--- config.mk ---
export PLATFORM = sky130hd
export DESIGN_NAME = nco_phase_mux_flat
export DESIGN_NICKNAME = d
export VERILOG_FILES = /design/src/rtl/nco_phase_mux_if.sv /design/src/rtl/nco_phase_mux.sv /design/src/flat_wrapper.sv
export SDC_FILE = /design/constraint.sdc
export NUM_CORES = 1
export LEC_CHECK = 0
export CORE_MARGIN = 10
export CORE_UTILIZATION = 55
export CTS_CLUSTER_DIAMETER = 50
export DETAILED_ROUTE_END_ITERATION = 10
export DONT_BUFFER_PORTS = 1
export PLACE_DENSITY = 0.8
export SLEW_MARGIN = 20
export SYNTH_ARGS = -nofsm -noshare
export SYNTH_HDL_FRONTEND = slang
export SYNTH_SLANG_ARGS = --single-unit
export TNS_END_PERCENT = 20
--- constraint.sdc ---
create_clock -name clk -period 6.9 [get_ports clk]
set_clock_uncertainty 0.2 [all_clocks]
set_input_delay 0.345 -clock clk [delete_from_list [all_inputs] [get_ports clk]]
set_output_delay 0.345 -clock clk [all_outputs]
set_load 0.02 [all_outputs]
--- src/rtl/nco_phase_mux_if.sv ---
// Bundles the nco_phase_mux config bus and its angle req/ack stream.
// The master side is the phase mux; the slave side is the register block plus nco consumer.
interface nco_phase_mux_if #(
    parameter int unsigned ANGLE_W = 32,
    parameter int unsigned CHAN_W  = 2
);
    logic               cfg_we;
    logic               cfg_re;
    logic [5:0]         cfg_adr;
    logic [31:0]        cfg_wdat;
    logic [31:0]        cfg_rdat;

    logic [ANGLE_W-1:0] i_angle_dat;
    logic [CHAN_W-1:0]  i_angle_chan;
    logic               i_angle_req;
    logic               i_angle_ack;

    modport master (
        input  cfg_we, cfg_re, cfg_adr, cfg_wdat, i_angle_ack,
        output cfg_rdat, i_angle_dat, i_angle_chan, i_angle_req
    );

    modport slave (
        output cfg_we, cfg_re, cfg_adr, cfg_wdat, i_angle_ack,
        input  cfg_rdat, i_angle_dat, i_angle_chan, i_angle_req
    );
endinterface

--- src/rtl/nco_phase_mux.sv ---
// Time-multiplexed per-channel phase accumulators feeding one CORDIC nco angle input.
// Optional NCO_DITHER_EN adds LFSR dither below the emitted angle LSB.
module nco_phase_mux #(
    parameter int unsigned CHANNELS = 4,
    parameter int unsigned PHASE_W  = 32,
    parameter int unsigned ANGLE_W  = 32
) (
    input  logic           clk,
    input  logic           reset_n,
    nco_phase_mux_if.master bus
);
    localparam int unsigned CW     = (CHANNELS > 1) ? $clog2(CHANNELS) : 1;
    localparam int unsigned FRAC_W = PHASE_W - ANGLE_W;
    localparam logic [5:0]  ADR_CTRL = 6'd0;

    typedef logic [PHASE_W-1:0] phase_t;

    function automatic phase_t word_to_phase(input logic [31:0] w);
        return PHASE_W'(w);
    endfunction

    function automatic logic [31:0] phase_to_word(input phase_t p);
        return 32'(p);
    endfunction

    function automatic logic [ANGLE_W-1:0] trunc_angle(input phase_t p);
        return ANGLE_W'(p >> FRAC_W);
    endfunction

`ifdef NCO_DITHER_EN
    // Only the bits below the angle LSB receive dither; the mask is empty when FRAC_W is 0.
    function automatic phase_t dither_of(input logic [15:0] l);
        phase_t mask;
        mask = {PHASE_W{1'b1}} >> ANGLE_W;
        return PHASE_W'(l) & mask;
    endfunction
`endif

    logic [CHANNELS-1:0] en_q, en_d;
    phase_t              ftw_q [CHANNELS];
    phase_t              off_q [CHANNELS];
    phase_t              acc_q [CHANNELS];
    logic [CW-1:0]       last_q, last_d;
    logic [ANGLE_W-1:0]  dat_q, dat_d;
    logic [CW-1:0]       chan_q, chan_d;
    logic                req_q, req_d;
    logic [31:0]         rdat_q, rdat_d;

    logic                ctrl_wr;
    logic                pclr;
    logic                adv;
    logic                any_en;
    logic                load;
    logic [CW-1:0]       sel;
    phase_t              acc_sel;
    phase_t              off_sel;
    phase_t              phase_sum;
    logic [31:0]         rd_word;

`ifdef NCO_DITHER_EN
    logic [15:0]         lfsr_q, lfsr_d;
`endif

    assign ctrl_wr = bus.cfg_we && (bus.cfg_adr == ADR_CTRL);
    assign pclr    = ctrl_wr && bus.cfg_wdat[31];
    assign adv     = !req_q || bus.i_angle_ack;
    assign load    = adv && any_en;

    // Round-robin: rotate the enable vector so bit 0 is the channel after the last one emitted.
    always_comb begin
        logic [2*CHANNELS-1:0] en_dup;
        logic [CHANNELS-1:0]   en_rot;
        int                    step;
        int                    idx;
        en_dup = {en_q, en_q};
        en_rot = CHANNELS'(en_dup >> (32'(last_q) + 32'd1));
        step   = 0;
        any_en = 1'b0;
        for (int j = int'(CHANNELS) - 1; j >= 0; j--) begin
            if (en_rot[j]) begin
                any_en = 1'b1;
                step   = j + 1;
            end
        end
        idx = int'(last_q) + step;
        if (idx >= int'(CHANNELS)) begin
            idx = idx - int'(CHANNELS);
        end
        sel = CW'(idx);
    end

    always_comb begin
        acc_sel = '0;
        off_sel = '0;
        for (int c = 0; c < int'(CHANNELS); c++) begin
            if (sel == CW'(c)) begin
                acc_sel = acc_q[c];
                off_sel = off_q[c];
            end
        end
`ifdef NCO_DITHER_EN
        phase_sum = acc_sel + off_sel + dither_of(lfsr_q);
`else
        phase_sum = acc_sel + off_sel;
`endif
    end

    always_comb begin
        rd_word = '0;
        if (bus.cfg_adr == ADR_CTRL) begin
            rd_word = 32'(en_q);
        end
        for (int c = 0; c < int'(CHANNELS); c++) begin
            if (bus.cfg_adr == 6'(2 * c + 1)) begin
                rd_word = phase_to_word(ftw_q[c]);
            end
            if (bus.cfg_adr == 6'(2 * c + 2)) begin
                rd_word = phase_to_word(off_q[c]);
            end
        end
    end

    // Output holding stage: load, drop to idle, or hold under backpressure.
    always_comb begin
        en_d   = ctrl_wr ? bus.cfg_wdat[CHANNELS-1:0] : en_q;
        rdat_d = bus.cfg_re ? rd_word : rdat_q;
        dat_d  = dat_q;
        chan_d = chan_q;
        last_d = last_q;
        req_d  = req_q;
        if (adv) begin
            req_d = any_en;
        end
        if (load) begin
            dat_d  = trunc_angle(phase_sum);
            chan_d = sel;
            last_d = sel;
        end
    end

    always_ff @(posedge clk) begin
        if (!reset_n) begin
            en_q   <= '0;
            last_q <= CW'(CHANNELS - 1);
            dat_q  <= '0;
            chan_q <= '0;
            req_q  <= 1'b0;
            rdat_q <= '0;
            for (int c = 0; c < int'(CHANNELS); c++) begin
                ftw_q[c] <= '0;
                off_q[c] <= '0;
                acc_q[c] <= '0;
            end
        end else begin
            en_q   <= en_d;
            last_q <= last_d;
            dat_q  <= dat_d;
            chan_q <= chan_d;
            req_q  <= req_d;
            rdat_q <= rdat_d;
            for (int c = 0; c < int'(CHANNELS); c++) begin
                if (bus.cfg_we && (bus.cfg_adr == 6'(2 * c + 1))) begin
                    ftw_q[c] <= word_to_phase(bus.cfg_wdat);
                end
                if (bus.cfg_we && (bus.cfg_adr == 6'(2 * c + 2))) begin
                    off_q[c] <= word_to_phase(bus.cfg_wdat);
                end
                if (pclr) begin
                    acc_q[c] <= '0;
                end else if (load && (sel == CW'(c))) begin
                    acc_q[c] <= acc_q[c] + ftw_q[c];
                end
            end
        end
    end

`ifdef NCO_DITHER_EN
    // Fibonacci LFSR x^16+x^14+x^13+x^11+1, stepped once per emitted beat.
    always_comb begin
        lfsr_d = lfsr_q;
        if (load) begin
            lfsr_d = {lfsr_q[14:0], lfsr_q[15] ^ lfsr_q[13] ^ lfsr_q[12] ^ lfsr_q[10]};
        end
    end

    always_ff @(posedge clk) begin
        if (!reset_n) begin
            lfsr_q <= 16'hACE1;
        end else begin
            lfsr_q <= lfsr_d;
        end
    end
`endif

    assign bus.cfg_rdat     = rdat_q;
    assign bus.i_angle_dat  = dat_q;
    assign bus.i_angle_chan = chan_q;
    assign bus.i_angle_req  = req_q;
endmodule

--- src/flat_wrapper.sv ---
// flat-port wrapper written by rule: the top's interface ports become plain ports
module nco_phase_mux_flat 
#(
    parameter int unsigned CHANNELS = 4,
    parameter int unsigned PHASE_W  = 32,
    parameter int unsigned ANGLE_W  = 32
)
  (clk, reset_n, bus_cfg_we, bus_cfg_re, bus_cfg_adr, bus_cfg_wdat, bus_i_angle_ack, bus_cfg_rdat, bus_i_angle_dat, bus_i_angle_chan, bus_i_angle_req);
  nco_phase_mux_if #(.ANGLE_W(ANGLE_W)) bus_i ();
  input  logic clk;
  input  logic reset_n;
  input wire logic [$bits(bus_i.cfg_we)-1:0] bus_cfg_we;
  input wire logic [$bits(bus_i.cfg_re)-1:0] bus_cfg_re;
  input wire logic [$bits(bus_i.cfg_adr)-1:0] bus_cfg_adr;
  input wire logic [$bits(bus_i.cfg_wdat)-1:0] bus_cfg_wdat;
  input wire logic [$bits(bus_i.i_angle_ack)-1:0] bus_i_angle_ack;
  output wire logic [$bits(bus_i.cfg_rdat)-1:0] bus_cfg_rdat;
  output wire logic [$bits(bus_i.i_angle_dat)-1:0] bus_i_angle_dat;
  output wire logic [$bits(bus_i.i_angle_chan)-1:0] bus_i_angle_chan;
  output wire logic [$bits(bus_i.i_angle_req)-1:0] bus_i_angle_req;
  assign bus_i.cfg_we = bus_cfg_we;
  assign bus_i.cfg_re = bus_cfg_re;
  assign bus_i.cfg_adr = bus_cfg_adr;
  assign bus_i.cfg_wdat = bus_cfg_wdat;
  assign bus_i.i_angle_ack = bus_i_angle_ack;
  assign bus_cfg_rdat = bus_i.cfg_rdat;
  assign bus_i_angle_dat = bus_i.i_angle_dat;
  assign bus_i_angle_chan = bus_i.i_angle_chan;
  assign bus_i_angle_req = bus_i.i_angle_req;
  nco_phase_mux #(.CHANNELS(CHANNELS), .PHASE_W(PHASE_W), .ANGLE_W(ANGLE_W)) u_core (.clk(clk), .reset_n(reset_n), .bus(bus_i));
endmodule
**Word-level counts from Yosys, hierarchy flattened**

Memories as Yosys holds them, arrays and structs flattened.
Index checks and enable logic that the tools add are counted.
W data, S select, Z words.

- Bitwise logic cells: 16
- Shift-type cells: 1
- Add/subtract/negate cells: 8
- Muxes and demuxes: 86
- Order comparisons: 1
- Eq/ne operators: 11
- Reductions and logical operators: 19

Operators with widths:

| cell | count |
|---|---|
| $mux W32 | 32 |
| $add A32 B32 Y32 | 5 |
| $mux W1 | 48 |
| $shr A8 B32 Y4 | 1 |
| $eq A6 B3 Y1 const B | 4 |
| $or A1 B1 Y1 | 16 |
| $logic_and A1 B1 Y1 | 15 |
| $eq A6 B2 Y1 const B | 2 |
| $mux W3 | 4 |
| $eq A6 B1 Y1 const B | 1 |
| $eq A6 B4 Y1 const B | 1 |
| $logic_not A6 Y1 | 1 |
| $add A2 B3 Y4 | 1 |
| $eq A2 B2 Y1 const B | 2 |
| $ge A4 B3 Y1 const B | 1 |
| $mux W4 | 1 |
| $add A2 B1 Y3 const B | 1 |
| $eq A2 B1 Y1 const B | 1 |
| $logic_not A2 Y1 | 1 |
| $mux W2 | 1 |
| $sub A2 B1 Y2 const B | 1 |
| $logic_not A1 Y1 | 1 |
| $logic_or A1 B1 Y1 | 1 |

- Memories kept: 3
- Input port bits: 43
- Bits in writable memories: 384
- Flip-flop bits (word level): 73
- Output and inout port bits: 67
- Logic and storage cells: 151

Memory list:

| memory | depth | width | rd ports | clocked after Yosys merged registers in | wr ports | line | text |
|---|---|---|---|---|---|---|---|
| u_core.acc_q | 4 | 32 | 4 | 0 | 4 | nco_phase_mux.sv:42 | `phase_t acc_q [CHANNELS];` |
| u_core.ftw_q | 4 | 32 | 4 | 0 | 4 | nco_phase_mux.sv:40 | `phase_t ftw_q [CHANNELS];` |
| u_core.off_q | 4 | 32 | 4 | 0 | 4 | nco_phase_mux.sv:41 | `phase_t off_q [CHANNELS];` |

**Logic depth before layout (Yosys ltp)**

Gate-level depths: netlist of run 1.

- Depth in word-level cells: 16
- Depth in mapped cells: 21
- Gate-level depth less buffers: 18

**Worst setup path after synthesis of run 1**

No wires, ideal clock.

- Path type: register to register
- From: register u_core.en_q[0]
- To: register u_core.dat_q[30] (netlist: u_core.bus.i_angle_dat[30])
- Slack: 1.594 ns
- Data required time: 6.584 ns
- Arrival: 4.990 ns
- Setup time: 0.116 ns
- Path buffers: 3
- Stages on the path, launching flop included: 18
- Period minus slack after synthesis: 5.306 ns
- Cells stage by stage: dfxtp_1 > buf_2 > nor3b_1 > o21ai_1 > nor3b_1 > ha_1 > buf_1 > clkbuf_1 > mux4_2 > fa_1 > a211oi_1 > o21bai_1 > a21oi_1 > o31ai_2 > o21ai_2 > o21ai_2 > a2111o_1 > a41o_1

- Word-level cells in the longest chain between the ends: 14
- Elaborated cells on any way between the ends: 27
- Classes of those cells: 3 x add/sub; 1 x order compare; 3 x eq/ne; 1 x shift; 17 x mux; 2 x reduce/logical

RTL lines:

| item | line | text |
|---|---|---|
| from (decl) | nco_phase_mux.sv:39 | `logic [CHANNELS-1:0] en_q, en_d;` |
| from (signal assigned) | nco_phase_mux.sv:155 | `en_q <= en_d;` |
| $shr A8 B32 Y4 (*) | nco_phase_mux.sv:76 | `en_rot = CHANNELS'(en_dup >> (32'(last_q) + 32'd1));` |
| $mux W3 (3 in a row) | nco_phase_mux.sv:80 | `if (en_rot[j]) begin` |
| $mux W3 (*) | nco_phase_mux.sv:80 |  |
| $add A2 B3 Y4 (*) | nco_phase_mux.sv:85 | `idx = int'(last_q) + step;` |
| $ge A4 B3 Y1 | nco_phase_mux.sv:86 | `if (idx >= int'(CHANNELS)) begin` |
| $mux W2 (*) | nco_phase_mux.sv:86 |  |
| named net u_core.sel[0] | nco_phase_mux.sv:54 | `logic [CW-1:0] sel;` |
| $logic_not A2 Y1 | nco_phase_mux.sv:96 | `if (sel == CW'(c)) begin` |
| $mux W32 (4 in a row) | nco_phase_mux.sv:96 |  |
| $add A32 B32 Y32 (*) | nco_phase_mux.sv:104 | `phase_sum = acc_sel + off_sel;` |
| to (signal assigned) | nco_phase_mux.sv:157 | `dat_q <= dat_d;` |
| to (decl) | nco_phase_mux.sv:44 | `logic [ANGLE_W-1:0] dat_q, dat_d;` |

The timed path passes the listed nets; every way through them passes the cells marked *.
A chain may end at the register's enable or synchronous reset.

**Worst setup path after layout of run 1**

Ends and elaborated chain as after synthesis.

==> results of run 1 <==
==> worst max-delay path, stage by stage (launching register included) <==
cell      delay (ps)
dfxtp_1          500
and3b_1          230
o21ai_1          200
nor3b_1          360
ha_4             640
mux4_2           590
ha_1             240
fa_1             500
a211oi_1         310
o21bai_1         120
a21oi_1          170
buf_4            180
o31ai_2          120
o21ai_2          270
o21ai_2          130
a2111o_1         440
a41o_1           230
==> power groups by stage <==
stage	Clock, mW	Combinational (mW)	Sequential, mW
6_report	2.92	1.13	3.25
5_1_grt	3.02	1.20	3.25
4_1_cts	2.91	1.10	3.24
3_5_place_dp	0	1.03	3.30
3_3_place_gp	0	1.00	3.29
2_1_floorplan	0	0.781	3.24
==> per-stage QoR <==
step	worst slack [ps]	instance area [um^2]	power [mW]
2_1_floorplan	1590	27700	4.02
3_3_place_gp	1530	28500	4.29
3_5_place_dp	1430	28500	4.33
4_1_cts	1390	30800	7.24
5_1_grt	980	30800	7.47
6_report	1330	30800	7.30
==> final cells by class <==
cell class,instances,area (um^2)
fillers,3938,19200
multi-input cells,1931,14100
flip-flops and latches,457,13000
clock buffers,74,1510
well taps,672,841
repair buffers,90,826
clock inverters,27,288
inverters,55,206
diodes,4,10.0
==> how the worst max path moves through the flow <==
| stage | start | end | slack [ps] | depth (start not counted) |
|---|---|---|---|---|
| 2_1_floorplan | u_core.en_q[0]$_SDFFE_PN0P_ | u_core.bus.i_angle_dat[30]$_SDFFE_PN0P_ | 1590 | 17 |
| 3_3_place_gp | u_core.last_q[0]$_SDFFE_PN1P_ | u_core.bus.i_angle_dat[30]$_SDFFE_PN0P_ | 1530 | 16 |
| 3_5_place_dp | u_core.last_q[0]$_SDFFE_PN1P_ | u_core.bus.i_angle_dat[30]$_SDFFE_PN0P_ | 1430 | 16 |
| 4_1_cts | u_core.en_q[0]$_SDFFE_PN0P_ | u_core.bus.i_angle_dat[30]$_SDFFE_PN0P_ | 1390 | 16 |
| 5_1_grt | u_core.last_q[0]$_SDFFE_PN1P_ | u_core.bus.i_angle_dat[30]$_SDFFE_PN0P_ | 980 | 17 |
| 6_report | u_core.en_q[0]$_SDFFE_PN0P_ | u_core.bus.i_angle_dat[30]$_SDFFE_PN0P_ | 1330 | 16 |
==> cell families (layout without fill, tap and decap cells) <==
family | after synthesis | after routing
fa+ha+maj | 161 | 161
xor+xnor | 104 | 104
buf+inv | 180 | 246
mux | 107 | 107
flops | 457 | 457
simple gates | 894 | 894
compound gates | 665 | 665
other cells | 0 | 4
==> flip-flops by register name (all words and copies together), names as in the netlist <==
name                     count
u_core.bus.cfg_rdat         32
u_core.acc_q               128
u_core.en_q                  4
u_core.bus.i_angle_chan      2
u_core.bus.i_angle_req       1
u_core.off_q               128
u_core.ftw_q               128
u_core.last_q                2
u_core.bus.i_angle_dat      32
==> per-layer routing <==
metal  up-vias  track usage  part of all wire
li1       9697            -                 -
met1     11159        0.425              0.36
met2      1890        0.477              0.43
met3       349       0.0991              0.16
met4         0        0.167             0.051
met5         -            0                 0
==> Yosys cell counts, types with 7 or more instances <==
cell type	count	share of area
nor2b_1	29	0.0065
buf_1	9	0.0012
o21bai_1	24	0.0065
o21ai_1	7	0.0013
o21a_1	19	0.0051
a211oi_1	23	0.0062
a21boi_0	17	0.0046
mux4_2	66	0.054
xor2_1	48	0.015
a222oi_1	20	0.0072
a22o_1	20	0.0063
xnor2_1	55	0.017
a22oi_1	15	0.0041
ha_1	156	0.070
nand2b_1	26	0.0059
mux2i_1	11	0.0040
nor3b_1	13	0.0035
a21o_1	80	0.022
nand2_1	178	0.024
inv_1	55	0.0074
nand4_1	15	0.0034
mux2_2	30	0.012
edfxtp_1	384	0.42
a31oi_1	30	0.0068
o31ai_1	10	0.0027
o211ai_1	38	0.010
nand3b_1	10	0.0027
a21oi_1	172	0.031
nor2_1	191	0.026
dfxtp_1	73	0.053
or3_1	11	0.0025
buf_2	20	0.0036
or2_2	8	0.0018
o211a_1	9	0.0032
o221ai_1	8	0.0025
and3_1	22	0.0050
nand3_1	40	0.0072
clkbuf_1	92	0.012
nor4_1	8	0.0018
nor3_1	48	0.0087
and2_1	273	0.062
o21ai_0	119	0.021
==> run summary, run 1 <==
Reg-to-reg critical path endpoint: u_core.bus.i_angle_dat[30]$_SDFFE_PN0P_
Switching share of total power: 0.280
Final min period: 5570 ps
Largest family of logic cells by synthesized area: simple AND/OR/NAND/NOR gates
Logic pwr share: 0.155
Leak Pwr: 12.0 nW
Warnings from Yosys: 0
GRT Residual Overflow: 0
Drt drc: 0
Clock root cell: clkbuf_16
Synth unique cells: 91
Hold Vio Cnt, Final: 0
Gr usage total: 0.324
CP Data Required Time: 7220 ps
Number of I/O pins: 110
Final period util: 0.808
Yosys reg bits: 457
Hold endpoint: u_core.bus.cfg_rdat[31]$_SDFFE_PN0P_
Crit Path Class: flop to flop
Die area: 0.0598 mm^2
Initial DRC count: 3598
Die Height: 245 um
# resized after CTS: 0
Post-Synth Simple-Gate Area: 0.168
Status: completed
Worst setup EP type: flop
Synth Area in Compound Gates: 0.161
Pre-antenna DRT Iters: 7
Antenna violations before repair: 5
Post-synthesis async set-or-reset flop share: 0
Post-Synth Adder-Cell Area: 0.0740
Placed Instances: 3159
Final Instance Count excl. Fillers: 3310
Synth Area in XOR/XNOR: 0.0331
Max Slew Vio Count: 0
Clock transition at the registers of the reported paths: 60 ps
Reg power frac: 0.445
Hold buffers post-CTS: 46
Routability cong.: 0.999
Max-cap violations: 0
Worst Tran Pin Value: 1100 ps
DP Wirelength: 66600 um
WP data arrival: 5890 ps
Power density cells: 237 mW/mm^2
Clk Latency, worst-skew pair: 630 ps
Nets: 2793
Mapped Area: 0.0277 mm^2
Sinks on Clock Net: 457
RSZ-0062 raised after global routing: false
Area delta synth->final: 11.1%
H-tree levels: 2
Internal reg-to-reg setup slack: 1330 ps
Core area: 0.0500 mm^2
Initial Util: 0.555
CP max FO: 43
Most common cell after layout, fill and taps aside: edfxtp_1
Fmax: 179 MHz
Synthesized area per cell: 10.8 um^2
Sequential share of the synthesized area: 0.469
Antenna Nets Post-Route: 0
Wire per inst: 30.2 um
Fin util: 0.616
FF-to-FF Start: u_core.en_q[0]$_SDFFE_PN0P_
Setup Fix Bufs, Post-CTS: 0
Setup violations, final: 0
CTS tree: done
WHS Path Cells: 5
Clock power frac: 0.401
Commonest non-fill, non-tap cells in the layout: edfxtp_1 (384), and2_1 (273), nor2_1 (187), a21oi_1 (172), nand2_1 (169)
Largest net degree at the start of global routing: 81
Share of post-route cells with drive strength above 1: 0.107
Vias in the first global route: 21790
Synthesized net count: 2772
Buffers on Ports: 0
First-pass GRT wire length: 144000 um
HP Start: bus_cfg_adr[1]
Hold Path Class: primary input to flop
Clock Path Buffers: 3
Fraction of synthesized area in multiplexers: 0.0698
Horiz. Die Dim: 245 um
Fin Hold WS: 15.0 ps
Vias/cell: 6.98
Relative slew slack: 0.269
Worst reg2reg path depth: 16
DRT Wirelength: 99800 um
Vias: 23095
Switch Pwr: 2.05 mW
Syn Inst Count: 2568
Peak supply drop: 0.180 mV
Row Count: 82
Startpoint class of the critical path: flop
Post-synth EDFFs: 384
CTS Buf Count: 54
Primary flip-flop cell chosen by synthesis mapping: edfxtp_1
Setup Total Neg Slack: 0 ps
Internal: 5.25 mW
Power figures use the tool's default switching activity.
==> inputs of run 2 (changes only) <==
--- a/config.mk
+++ b/config.mk
@@ -5,6 +5,7 @@
 export SDC_FILE = /design/constraint.sdc
 export NUM_CORES = 1
 export LEC_CHECK = 0
+export ABC_AREA = 1
 export CORE_MARGIN = 10
 export CORE_UTILIZATION = 55
 export CTS_CLUSTER_DIAMETER = 50
==> constraint.sdc (replaced) <==
create_clock -name clk -period 5.15 [get_ports clk]
set_clock_uncertainty 0.2 [all_clocks]
set_input_delay 0.2575 -clock clk [delete_from_list [all_inputs] [get_ports clk]]
set_output_delay 0.2575 -clock clk [all_outputs]
set_load 0.02 [all_outputs]
==> run 2 against run 1 <==
Design area is 0.55% higher. Final cell count is 23% higher. Flip-flop and latch count stayed put. Critical endpoint is now u_core.bus.i_angle_dat[23]$_SDFFE_PN0P_. Highest routed layer is now met5.
==> run summary, run 2 <==
Vias in the first global route: 23699 (was 21790)
Setup violations, final: 0 (unchanged)
Fmax: 205 MHz (was 179 MHz)
Mapped Area: 0.0277 mm^2 (about the same)
Relative slew slack: 0.189 (was 0.269)
WP data arrival: 5200 ps (was 5890 ps)
DRT Wirelength: 99200 um (was 99800 um)
Commonest non-fill, non-tap cells in the layout: nand2_1 (541), nor2_1 (466), edfxtp_1 (384), a21oi_1 (358), inv_1 (351) (was edfxtp_1 (384), and2_1 (273), nor2_1 (187), a21oi_1 (172), nand2_1 (169))
Nets: 3544 (was 2793)
Startpoint class of the critical path: flop (unchanged)
Highest-delay cell along the critical path: dfxtp_1 (was ha_4)
Clock transition at the registers of the reported paths: 60 ps (about the same)
Synthesized area per cell: 8.41 um^2 (was 10.8 um^2)
Max-cap violations: 0 (unchanged)
Sequential share of the synthesized area: 0.468 (was 0.469)
Largest area contributor in the netlist: edfxtp_1 (unchanged)
Sum of buffers and inverters on the critical path: 6 (was 1)
Clock root cell: clkbuf_16 (unchanged)
Final instance area: 0.0310 mm^2 (was 0.0308 mm^2)
CTS Buf Count: 56 (was 54)
Clk Latency, worst-skew pair: 630 ps (about the same)
Status: completed (unchanged)
Gr usage total: 0.320 (was 0.324)
Hold Path Class: primary input to flop (unchanged)
CP max FO: 41 (was 43)
Setup Total Neg Slack: 0 ps (unchanged)
H-tree levels: 2 (unchanged)
Power density cells: 691 mW/mm^2 (was 237 mW/mm^2)
Post-synthesis async set-or-reset flop share: 0 (unchanged)
Most numerous cell in the Yosys netlist: nand2_1 (was edfxtp_1)
Synth unique cells: 53 (was 91)
Final period util: 0.949 (was 0.808)
Final Total Pwr: 21.4 mW (was 7.30 mW)
Leak Pwr: 13.3 nW (was 12.0 nW)
Worst stage delay on the critical path: 420 ps (was 640 ps)
Horiz. Die Dim: 245 um (about the same)
Primary flip-flop cell chosen by synthesis mapping: edfxtp_1 (unchanged)
Top flop regs: u_core.acc_q (128), u_core.ftw_q (128), u_core.off_q (128) (unchanged)
Die area: 0.0598 mm^2 (about the same)
Most common cell after layout, fill and taps aside: nand2_1 (was edfxtp_1)
Synthesized net count: 3502 (was 2772)
Share of post-route cells with drive strength above 1: 0.0652 (was 0.107)
Drt drc: 0 (unchanged)
First-pass GRT wire length: 146000 um (was 144000 um)
CTS tree: done (unchanged)
Post-synth top area share: 0.416 (about the same)
Largest net degree at the start of global routing: 52 (was 81)
Post-placement cell area: 0.0286 mm^2 (was 0.0285 mm^2)
Synth area leaders: edfxtp_1 (42%), nand2_1 (7.3%), ha_1 (7.0%) (was edfxtp_1 (42%), ha_1 (7.0%), and2_1 (6.2%))
Pre-antenna DRT Iters: 6 (was 7)
Final min period: 4890 ps (was 5570 ps)
Area delta synth->final: 11.6% (was 11.1%)
Hold Vio Cnt, Final: 0 (unchanged)
Post-synth EDFFs: 384 (unchanged)
Sinks on Clock Net: 457 (unchanged)
Syn Inst Count: 3298 (was 2568)
Initial DRC count: 3882 (was 3598)
DP Wirelength: 74000 um (was 66600 um)
Clock Path Buffers: 3 (unchanged)
Initial Util: 0.555 (about the same)
Crit path max-delay family: compound AO/OA/AOI/OAI gates (unchanged)
Number of I/O pins: 110 (unchanged)
Row Count: 82 (unchanged)
Yosys reg bits: 457 (unchanged)
Worst Tran Pin Value: 1200 ps (was 1100 ps)
Vias/cell: 6.33 (was 6.98)
Setup Fix Bufs, Post-CTS: 0 (unchanged)
Buffers on Ports: 0 (unchanged)
Die Height: 245 um (about the same)
Peak supply drop: 0.595 mV (was 0.180 mV)
Warnings from Yosys: 0 (unchanged)
Crit Path Class: flop to flop (unchanged)
Vias: 25703 (was 23095)
Routability cong.: 1.00 (was 0.999)
CP Data Required Time: 5470 ps (was 7220 ps)
Max Slew Vio Count: 0 (unchanged)
Worst setup EP type: flop (unchanged)
RSZ-0062 raised after global routing: false (unchanged)
Wire per inst: 24.4 um (was 30.2 um)
GRT Residual Overflow: 0 (unchanged)
Fin util: 0.620 (was 0.616)
Antenna Nets Post-Route: 0 (unchanged)
Antenna violations before repair: 3 (was 5)
Post-synth top cells: nand2_1 (541), nor2_1 (468), edfxtp_1 (384) (was edfxtp_1 (384), and2_1 (273), nor2_1 (191))
Core area: 0.0500 mm^2 (unchanged)
## run 2: worst reg2reg max path, delay by kind of cell (launching register included)
family / cells / cell delay, ps
AO/OA/AOI/OAI: 8 / 1650
AND/OR/NAND/NOR: 8 / 970
buffers and inverters: 6 / 850
adder cells (fa/ha/maj): 2 / 560
flip-flops: 1 / 420
XOR/XNOR: 1 / 160
## run 2: path summary, 6_finish.rpt
| check | startpoint | end | slack (ps) | depth (start not counted) |
|---|---|---|---|---|
| max | u_core.last_q[1]$_SDFFE_PN1P_ | u_core.bus.i_angle_dat[23]$_SDFFE_PN0P_ | 260 | 25 |
| min | bus_cfg_we | u_core.ftw_q[0][99]$_SDFFCE_PN0P_ | 40 | 3 |
| max reg2reg | u_core.last_q[1]$_SDFFE_PN1P_ | u_core.bus.i_angle_dat[23]$_SDFFE_PN0P_ | 260 | 25 |
| min reg2reg | u_core.bus.cfg_rdat[0]$_SDFFE_PN0P_ | u_core.bus.cfg_rdat[0]$_SDFFE_PN0P_ | 370 | 2 |
## run 2: routing by layer
metal  vias to the layer above  track usage  part of all wire
li1                      11581            -                 -
met1                     12009        0.410              0.38
met5                         -            0          0.000091
met2                      1763        0.493              0.44
met4                         2        0.208             0.072
met3                       348       0.0543              0.11
## run 2: power by group
part / total (mW) / switching (mW) / internal, mW / leakage (nW)
sequential: 4.96 / 0.475 / 4.48 / 4.36
combinational: 12.4 / 8.50 / 3.90 / 8.01
clock: 4.04 / 1.70 / 2.34 / 0.898
## run 2: what timing repair did
action                                 CTS  global route
gates resized for setup                  0            11
setup endpoints to repair                0            16
hold buffers                            40             0
endpoints found under the hold margin  392             0
## run 2: final cells by class
class	instances	area [um^2]
Inverter	366	1380
Timing Repair Buffer	96	926
Clock inverter	32	352
Sequential cell	457	13000
Tap cell	672	841
Fill cell	4299	19000
Antenna cell	2	5.00
Multi-Input combinational cell	2363	13000
Clock buffer	73	1510
## run 2: cell families after synthesis
group,count (synthesis),share of synthesized area
compound gates,920,0.190
xor+xnor,51,0.0161
fa+ha+maj,161,0.0740
buf+inv,478,0.0681
flops,457,0.468
simple gates,1231,0.183
## run 2: per-stage QoR
stage / instances / hold WS [ps] / worst slack [ps]
floorplan: 3298 / 243 / 1020
global placement: 3912 / 171 / 352
detailed placement: 3912 / 173 / 223
CTS: 4057 / 15.1 / 192
global route: 4060 / 50.5 / 16.9
finish: 4061 / 36.0 / 264
